$ cat config.mk
export PLATFORM = sky130hd
export DESIGN_NAME = ps2_cursor_tracker_flat
export DESIGN_NICKNAME = d
export VERILOG_FILES = /design/src/rtl/ps2_cursor_tracker_if.sv /design/src/rtl/ps2_cursor_tracker.sv /design/src/flat_wrapper.sv
export SDC_FILE = /design/constraint.sdc
export NUM_CORES = 1
export LEC_CHECK = 0
export CORE_MARGIN = 4
export CORE_UTILIZATION = 55
export CTS_BUF_LIST = sky130_fd_sc_hd__clkbuf_4 sky130_fd_sc_hd__clkbuf_8
export CTS_CLUSTER_SIZE = 20
export DETAILED_ROUTE_END_ITERATION = 8
export GPL_ROUTABILITY_DRIVEN = 0
export PLACE_DENSITY_LB_ADDON = 0.08
export SLEW_MARGIN = 20
export SYNTH_ARGS = -nofsm -noshare
export SYNTH_HDL_FRONTEND = slang
export SYNTH_SLANG_ARGS = --single-unit
$ cat constraint.sdc
create_clock -name clk -period 2 [get_ports clk]
set_input_delay 0.5 -clock clk [delete_from_list [all_inputs] [get_ports clk]]
set_output_delay 0.5 -clock clk [all_outputs]
set_load 0.05 [all_outputs]
$ cat src/rtl/ps2_cursor_tracker_if.sv
// ---------------------------------------------------------------------------
// ps2_cursor_tracker_if
//   Pixel-write request bus between the cursor tracker (master) and the
//   frame-buffer writer (slave). A write is accepted on a clock edge where
//   wr_req and wr_ack are both high.
//
//   wr_req    master -> slave  pixel write request, held until accepted
//   wr_x      master -> slave  write column (0..H_RES-1)
//   wr_y      master -> slave  write row (0..V_RES-1)
//   wr_color  master -> slave  palette index to write
//   wr_ack    slave  -> master write accepted when high with wr_req high
// ---------------------------------------------------------------------------
interface ps2_cursor_tracker_if;
  logic       wr_req;
  logic [9:0] wr_x;
  logic [9:0] wr_y;
  logic [2:0] wr_color;
  logic       wr_ack;

  modport master (output wr_req, output wr_x, output wr_y, output wr_color,
                  input  wr_ack);
  modport slave  (input  wr_req, input  wr_x, input  wr_y, input  wr_color,
                  output wr_ack);
endinterface

$ cat src/rtl/ps2_cursor_tracker.sv
// ---------------------------------------------------------------------------
// ps2_cursor_tracker
//   Consumes decoded PS/2 mouse packets (signed deltas + buttons), keeps an
//   absolute cursor clamped to the screen, cycles the paint colour on each
//   right-button press, pulses clear_req on each middle-button press, and
//   issues one pixel write per packet while the left button is held.
//   One packet can wait in a pending slot while the FSM is busy; packets
//   arriving while that slot is full are dropped and counted.
//
//   clk, reset   clock, asynchronous active-low reset
//   x_delta      signed X movement, right positive
//   y_delta      signed Y movement, up positive
//   left_btn / right_btn / mid_btn   button states in the packet
//   data_ready   one-cycle strobe qualifying deltas/buttons
//   cursor_x/y   current cursor position
//   pos_valid    one-cycle pulse when the cursor registers update
//   color_idx    current paint colour
//   clear_req    one-cycle pulse on a middle-button rising edge
//   wr           pixel-write bus (master side)
//   drop_cnt     saturating count of discarded packets
// ---------------------------------------------------------------------------
module ps2_cursor_tracker #(
  parameter int H_RES       = 640,
  parameter int V_RES       = 480,
  parameter int X_INIT      = 320,
  parameter int Y_INIT      = 240,
  parameter int SPEED_SHIFT = 0,
  parameter int N_COLORS    = 8
) (
  input  logic                        clk,
  input  logic                        reset,
  input  logic [8:0]                  x_delta,
  input  logic [8:0]                  y_delta,
  input  logic                        left_btn,
  input  logic                        right_btn,
  input  logic                        mid_btn,
  input  logic                        data_ready,
  output logic [9:0]                  cursor_x,
  output logic [9:0]                  cursor_y,
  output logic                        pos_valid,
  output logic [2:0]                  color_idx,
  output logic                        clear_req,
  ps2_cursor_tracker_if.master        wr,
  output logic [7:0]                  drop_cnt
);

  typedef enum logic [1:0] {S_IDLE, S_ACCUM, S_CLAMP, S_PAINT} state_t;

  typedef struct packed {
    logic [8:0] dx;
    logic [8:0] dy;
    logic       l;
    logic       r;
    logic       m;
  } pkt_t;

  localparam logic signed [11:0] X_MAX      = 12'(H_RES - 1);
  localparam logic signed [11:0] Y_MAX      = 12'(V_RES - 1);
  localparam logic [2:0]         COLOR_LAST = 3'(N_COLORS - 1);

  state_t            state;
  pkt_t              pend;
  logic              pend_valid;
  pkt_t              work;
  logic signed [11:0] sx, sy;
  logic              prev_r, prev_m;
  logic              wr_req_q;
  logic [9:0]        wr_x_q, wr_y_q;
  logic [2:0]        wr_color_q;

  logic              consume, capture;
  logic signed [11:0] dx_s, dy_s, sx_next, sy_next;
  logic [9:0]        clamp_x, clamp_y;
  logic [2:0]        color_next;
  logic              r_rise, m_rise;

  assign wr.wr_req   = wr_req_q;
  assign wr.wr_x     = wr_x_q;
  assign wr.wr_y     = wr_y_q;
  assign wr.wr_color = wr_color_q;

  // The slot may be refilled on the same edge the FSM empties it.
  assign consume = (state == S_IDLE) && pend_valid;
  assign capture = data_ready && (!pend_valid || consume);

  always_comb begin
    // NOTE: every output of this block is assigned before any condition, so
    // no path leaves a value held over and no latch can be inferred.
    dx_s       = $signed({{3{work.dx[8]}}, work.dx}) >>> SPEED_SHIFT;
    dy_s       = $signed({{3{work.dy[8]}}, work.dy}) >>> SPEED_SHIFT;
    // Screen Y grows downward while mouse Y is up-positive.
    sx_next    = $signed({2'b00, cursor_x}) + dx_s;
    sy_next    = $signed({2'b00, cursor_y}) - dy_s;
    clamp_x    = sx[9:0];
    clamp_y    = sy[9:0];
    if (sx[11])          clamp_x = '0;
    else if (sx > X_MAX) clamp_x = X_MAX[9:0];
    if (sy[11])          clamp_y = '0;
    else if (sy > Y_MAX) clamp_y = Y_MAX[9:0];
    r_rise     = work.r && !prev_r;
    m_rise     = work.m && !prev_m;
    color_next = (color_idx == COLOR_LAST) ? 3'd0 : color_idx + 3'd1;
  end

  // Pending slot and drop counter.
  always_ff @(posedge clk or negedge reset) begin
    if (!reset) begin
      pend_valid <= 1'b0;
      // NOTE: the slot payload is qualified by pend_valid, so its reset only
      // keeps the datapath X-free; behaviour would not depend on it.
      pend       <= '0;
      drop_cnt   <= '0;
    end else begin
      // NOTE: sequential state uses non-blocking assignments so every
      // register here sees the pre-edge values, independent of statement order.
      if (capture) begin
        pend       <= {x_delta, y_delta, left_btn, right_btn, mid_btn};
        pend_valid <= 1'b1;
      end else if (consume) begin
        pend_valid <= 1'b0;
      end
      if (data_ready && !capture && drop_cnt != 8'hFF)
        drop_cnt <= drop_cnt + 8'd1;
    end
  end

  // Packet-processing FSM with registered outputs.
  always_ff @(posedge clk or negedge reset) begin
    if (!reset) begin
      state      <= S_IDLE;
      work       <= '0;
      sx         <= '0;
      sy         <= '0;
      cursor_x   <= 10'(X_INIT);
      cursor_y   <= 10'(Y_INIT);
      color_idx  <= '0;
      prev_r     <= 1'b0;
      prev_m     <= 1'b0;
      pos_valid  <= 1'b0;
      clear_req  <= 1'b0;
      wr_req_q   <= 1'b0;
      wr_x_q     <= '0;
      wr_y_q     <= '0;
      wr_color_q <= '0;
    end else begin
      pos_valid <= 1'b0;
      clear_req <= 1'b0;
      unique case (state)
        S_IDLE: begin
          if (pend_valid) begin
            work  <= pend;
            state <= S_ACCUM;
          end
        end
        S_ACCUM: begin
          sx    <= sx_next;
          sy    <= sy_next;
          state <= S_CLAMP;
        end
        S_CLAMP: begin
          cursor_x  <= clamp_x;
          cursor_y  <= clamp_y;
          pos_valid <= 1'b1;
          clear_req <= m_rise;
          if (r_rise) color_idx <= color_next;
          prev_r    <= work.r;
          prev_m    <= work.m;
          if (work.l) begin
            // Write attributes are frozen here and held through the handshake.
            wr_x_q     <= clamp_x;
            wr_y_q     <= clamp_y;
            wr_color_q <= r_rise ? color_next : color_idx;
            state      <= S_PAINT;
          end else begin
            state <= S_IDLE;
          end
        end
        S_PAINT: begin
          // First PAINT cycle raises wr_req; wr_ack before that is ignored.
          if (!wr_req_q) begin
            wr_req_q <= 1'b1;
          end else if (wr.wr_ack) begin
            wr_req_q <= 1'b0;
            state    <= S_IDLE;
          end
        end
        default: state <= S_IDLE;
      endcase
    end
  end

endmodule

$ cat src/flat_wrapper.sv
// flat-port wrapper written by rule: the top's interface ports become plain ports
module ps2_cursor_tracker_flat 
#(
  parameter int H_RES       = 640,
  parameter int V_RES       = 480,
  parameter int X_INIT      = 320,
  parameter int Y_INIT      = 240,
  parameter int SPEED_SHIFT = 0,
  parameter int N_COLORS    = 8
)
  (clk, reset, x_delta, y_delta, left_btn, right_btn, mid_btn, data_ready, cursor_x, cursor_y, pos_valid, color_idx, clear_req, drop_cnt, wr_wr_req, wr_wr_x, wr_wr_y, wr_wr_color, wr_wr_ack);
  ps2_cursor_tracker_if wr_i ();
  input  logic clk;
  input  logic reset;
  input  logic [8:0] x_delta;
  input  logic [8:0] y_delta;
  input  logic left_btn;
  input  logic right_btn;
  input  logic mid_btn;
  input  logic data_ready;
  output logic [9:0] cursor_x;
  output logic [9:0] cursor_y;
  output logic pos_valid;
  output logic [2:0] color_idx;
  output logic clear_req;
  output logic [7:0] drop_cnt;
  output wire logic [$bits(wr_i.wr_req)-1:0] wr_wr_req;
  output wire logic [$bits(wr_i.wr_x)-1:0] wr_wr_x;
  output wire logic [$bits(wr_i.wr_y)-1:0] wr_wr_y;
  output wire logic [$bits(wr_i.wr_color)-1:0] wr_wr_color;
  input wire logic [$bits(wr_i.wr_ack)-1:0] wr_wr_ack;
  assign wr_wr_req = wr_i.wr_req;
  assign wr_wr_x = wr_i.wr_x;
  assign wr_wr_y = wr_i.wr_y;
  assign wr_wr_color = wr_i.wr_color;
  assign wr_i.wr_ack = wr_wr_ack;
  ps2_cursor_tracker #(.H_RES(H_RES), .V_RES(V_RES), .X_INIT(X_INIT), .Y_INIT(Y_INIT), .SPEED_SHIFT(SPEED_SHIFT), .N_COLORS(N_COLORS)) u_core (.clk(clk), .reset(reset), .x_delta(x_delta), .y_delta(y_delta), .left_btn(left_btn), .right_btn(right_btn), .mid_btn(mid_btn), .data_ready(data_ready), .cursor_x(cursor_x), .cursor_y(cursor_y), .pos_valid(pos_valid), .color_idx(color_idx), .clear_req(clear_req), .wr(wr_i), .drop_cnt(drop_cnt));
endmodule
======== Word level (Yosys, flattened, before mapping) ========
Index checks and enable logic that the tools add are counted.
storage, ports and cells
  memory bits (writable) .................. 0
  output and inout bits ................... 57
  ROM bits ................................ 0
  input bits .............................. 25
  memories ................................ 0
  flip-flop bits (word level) ............. 128
  latch bits .............................. 0
  logic and storage cells ................. 73
operators by class
  $lt $le $gt $ge ......................... 2
  add/sub/neg operators ................... 4
  shift operators ......................... 0
  div/mod/pow operators ................... 0
  eq/ne operators ......................... 8
  reduce and logical (&&, ||, !) cells .... 16
  bitwise gates (word level) .............. 0
  multiply operators ...................... 0
  muxes and demuxes ....................... 17
operators with widths
  operator              number
  $mux 10               4
  $add 11x9->12         1
  $gt 12x10->1 const B  1
  $gt 12x11->1 const B  1
  $sub 11x9->12         1
  $add 8x1->8 const B   1
  $mux 2                4
  $ne 8x8->1 const B    1
  $pmux 2 s4            1
  $logic_and 1x1->1     6
  $mux 1                6
  $mux 3                2
  $eq 2x2->1 const B    2
  $logic_not 1->1       4
  $ne 2x1->1 const B    2
  $reduce_and 2->1      2
  $add 3x1->3 const B   1
  $eq 3x3->1 const B    1
  $reduce_and 3->1      1
  $eq 2x1->1 const B    1
  $logic_not 2->1       1
  $ne 2x2->1 const B    1
  $reduce_bool 2->1     1
  $logic_or 1x1->1      1

======== Longest topological paths before layout ========
  depth after elaboration ................. 7
  gate-level depth with buffers ........... 8
  gate-level depth less buffers ........... 8

======== Least setup slack after synthesis ========
OpenSTA, ideal clock, no wires.
  kind .................................... register -> register
  start ................................... reg u_core.cursor_y[0]
  end ..................................... reg u_core.sy[10]
  path buffers ............................ 0
  clock period less this slack ............ 2.152 ns
  cell stages (with the launch flop) ...... 9
  arrival ................................. 2.030 ns
  required time ........................... 1.878 ns
  path slack .............................. -0.152 ns
  library setup time ...................... 0.122 ns
  cells stage by stage .................... dfrtp_1 -> inv_1 -> ha_1 -> fa_1 -> nand2b_1 -> a21oi_1 -> o2111ai_1 -> mux2i_1 -> nand2_1
on the way
  word-level cells in the longest chain between the ends .. 1
RTL lines
  element                 RTL line                   text
  start, declared         ps2_cursor_tracker.sv:39   output logic [9:0] cursor_y,
  start signal, assigned  ps2_cursor_tracker.sv:135  cursor_y <= 10'(Y_INIT);
  start signal, assigned  ps2_cursor_tracker.sv:162  cursor_y <= clamp_y;
  $sub 11x9->12           ps2_cursor_tracker.sv:93   sy_next = $signed({2'b00, cursor_y}) - dy_s;
  end signal, assigned    ps2_cursor_tracker.sv:157  sy <= sy_next;
  end, declared           ps2_cursor_tracker.sv:65   logic signed [11:0] sx, sy;
No other way between the ends.
A chain may end at the register's enable or synchronous reset.

======== Worst setup path after layout ========
Ends and elaborated chain as after synthesis.

==> impl_metrics.env <==
export IMPL_core_mm2=0.0104
export IMPL_antenna_found_initial=0
export IMPL_fmax_mhz=527
export IMPL_netlist_area_mm2=0.00595
export IMPL_dr_pass1_iters=5
export IMPL_async_flop_share_pct=100
export IMPL_slew_headroom_pct=67.5
export IMPL_synth_edf_count=0
export IMPL_routed_wirelength_um=12600
export IMPL_die_h_um=112
export IMPL_fin_skew_ps=10.2
export IMPL_grt_max_degree=54
export IMPL_seqCellArea_mm2=0.00322
export IMPL_fin_tns_setup_ps=0
export IMPL_clock_path_buffers=2
export IMPL_synth_compound_area_share_pct=15.0
export IMPL_synth_distinct_cells=56
export IMPL_path_max_fanout=3
export IMPL_design_area_mm2=0.00743
export IMPL_synth_adder_area_share_pct=5.93
export IMPL_worst_slew_pin_slew_ps=489
export IMPL_hold_violations=0
export IMPL_multiInputGateArea_mm2=0.00265
export IMPL_drt_iter0_drc=303
export IMPL_cts_sinks=128
export IMPL_drc=0
export IMPL_final_common_cell="dfrtp_1"
export IMPL_finish_utilization_pct=71.3
export IMPL_synth_ff_type="dfrtp_1"
export IMPL_layout_common_cells="dfrtp_1, nand2_1, buf_4, o21ai_0, mux2_2"
export IMPL_routedWlPerCell_um=15.7
export IMPL_report_final_slew_viol_count=0
export IMPL_hp_class="flip-flop to flip-flop"
export IMPL_place_hpwl_um=9330
export IMPL_post_dp_cell_area_mm2=0.00691
export IMPL_start_util_pct=57.1
export IMPL_critical_path_required_ps=2320
export IMPL_num_io_pins=82
export IMPL_clk_pin_slew_ps=70
export IMPL_dr_total_vias=4400
export IMPL_clk_latency_ps=430
export IMPL_synth_top_family_by_area="compound AO/OA/AOI/OAI gates"
export IMPL_ant_nets=0
export IMPL_grt_setup_unrepaired="true"
export IMPL_status="completed"
export IMPL_cp_arrival_ps=2210
export IMPL_pre_cts_slack_ps=3.58
export IMPL_synth_xor_area_share_pct=2.94
export IMPL_area_growth_pct=24.8
export IMPL_cts_buffers=17
export IMPL_fin_crit_sh_pct=94.9
export IMPL_rows=37
export IMPL_max_stage_delay_ps=410
export IMPL_viasPerCell=5.51
export IMPL_ys_ff_latch=128
export IMPL_cts_tree="done"
export IMPL_nets=702
export IMPL_grt_ovfl_total=0
export IMPL_synth_seq_area_share_pct=53.9
export IMPL_grt_pass1_vias=4345
export IMPL_setup_ws_ps=103
export IMPL_fin_crit_ps=1900
export IMPL_drive_above_1_share_pct=26.5
export IMPL_setup_violations=0
export IMPL_path_class="flip-flop to flip-flop"
export IMPL_clock_root_buffer="clkbuf_8"
export IMPL_synth_simple_area_share_pct=11.2
export IMPL_grt_pass1_wl_um=21500
export IMPL_muxShareOfSynthArea_pct=7.84
export IMPL_fillers=795
export IMPL_synthCells=553
export IMPL_diodes=0
export IMPL_syn_avg_cell_area_um2=10.8
export IMPL_die_w_um=112
export IMPL_track_usage_pct=21.4
export IMPL_crit_chain="inv_1 -> ha_1 -> fa_1 -> nand2b_4 -> a21oi_4 -> o2111ai_1 -> mux2i_1 -> nand2_1"
export IMPL_synth_warning_count=0
export IMPL_worst_setup_path_start_kind="flip-flop"
export IMPL_die_area_mm2=0.0125
export IMPL_slowest_stage="fa_1"
export IMPL_syn_nets=605
export IMPL_endpoint_kind="flip-flop"
export IMPL_cts_max_level=4
export IMPL_numPortBuffers=81
export IMPL_drv_cap=0
==> metrics by stage <==
| stage | instances | hold slack, ps |
|---|---|---|
| final | 799 | 465 |
| after global placement | 764 | 440 |
| after detailed placement | 764 | 442 |
| after CTS | 797 | 460 |
| after floorplan | 553 | 204 |
| after global routing | 799 | 483 |
==> critical path: cells and delay by family, from the launching register on <==
family                   cells  cell delay (ps)
multiplexers                 1              170
adder cells (fa/ha/maj)      2              630
AO/OA/AOI/OAI                2              320
AND/OR/NAND/NOR              2              240
flip-flops                   1              370
buffers and inverters        1               50
==> area by class of cell <==
cell class                      instances  area share (%)
Sequential cell                       128            43.3
Multi-Input combinational cell        380            35.6
Timing Repair Buffer                  104            12.0
Clock buffer                           23            4.01
Tap cell                              136            2.29
Clock inverter                          9            1.78
Inverter                               19           0.960
==> kinds of logic after synthesis <==
group	Yosys count
buf+inv	45
simple gates	147
compound gates	144
fa+ha+maj	27
flops	128
mux	42
xor+xnor	20
==> Yosys cell counts, drive strengths merged, types with 3 or more instances <==
cell type  instances  share of area, %
ha                25               5.3
o21ai             72               6.1
xor2              13               1.9
a31oi              5              0.53
mux2              37               7.0
o21bai            16               2.0
nor2              12              0.76
xnor2              7               1.0
and3               6              0.63
mux2i              5              0.84
nand3              7              0.59
o31ai              3              0.55
and2               3              0.32
a21oi             18               1.5
nand2             89               5.6
clkbuf            14              0.90
inv               19               1.2
dfrtp            122                51
buf               12               1.0
nand2b            10               1.1
dfstp              6               2.6
nor3               5              0.42
o211ai             5              0.63
nor2b              4              0.42
a21o               8               1.0
==> flip-flops by register name, indices dropped and copies added (netlist names) <==
register            flops
u_core.cursor_x        10
u_core.prev_r           1
u_core.sx              12
u_core.prev_m           1
u_core.wr.wr_color      3
u_core.dy_s             9
u_core.cursor_y        10
u_core.drop_cnt         8
u_core.wr.wr_x         10
u_core.dx_s             9
u_core.wr.wr_y         10
u_core.color_idx        3
u_core.clear_req        1
u_core.state            2
u_core.pend_valid       1
u_core.pend            21
u_core.pos_valid        1
u_core.sy              12
u_core.wr.wr_req        1
u_core.work             3
==> routing by layer <==
| metal | up-vias | routed length (um) | share of wire (%) | GRT usage (%) |
|---|---|---|---|---|
| met2 | 126 | 5550 | 44 | 31.3 |
| met3 | 19 | 721 | 5.7 | 4.74 |
| met1 | 2124 | 6080 | 48 | 31.2 |
| met4 | 0 | 207 | 1.6 | 8.33 |
| li1 | 2131 | - | - | - |
| met5 | - | 0 | 0 | 0 |
==> what timing repair did <==
item,in CTS,in global routing
endpoints found under the hold margin,24,0
resized for setup,4,13
hold buffers,1,0
buffers inserted,0,2
pin swaps,0,8
endpoints found under the setup margin,4,15
==> worst paths after layout <==
check,from,end,slack [ps],cells after the start
max in group asynchronous,reset,u_core.cursor_y[7],830,3
max reg2reg,u_core.cursor_y[0],u_core.sy[10],100,8
min,u_core.prev_r,u_core.prev_r,470,2
min in group asynchronous,reset,u_core.wr.wr_y[4],530,2
min reg2reg,u_core.prev_r,u_core.prev_r,470,2
max,u_core.cursor_y[0],u_core.sy[10],100,8
Power is not shown: default switching activity piles up to over one toggle a cycle in this logic, so the estimate is an artifact.
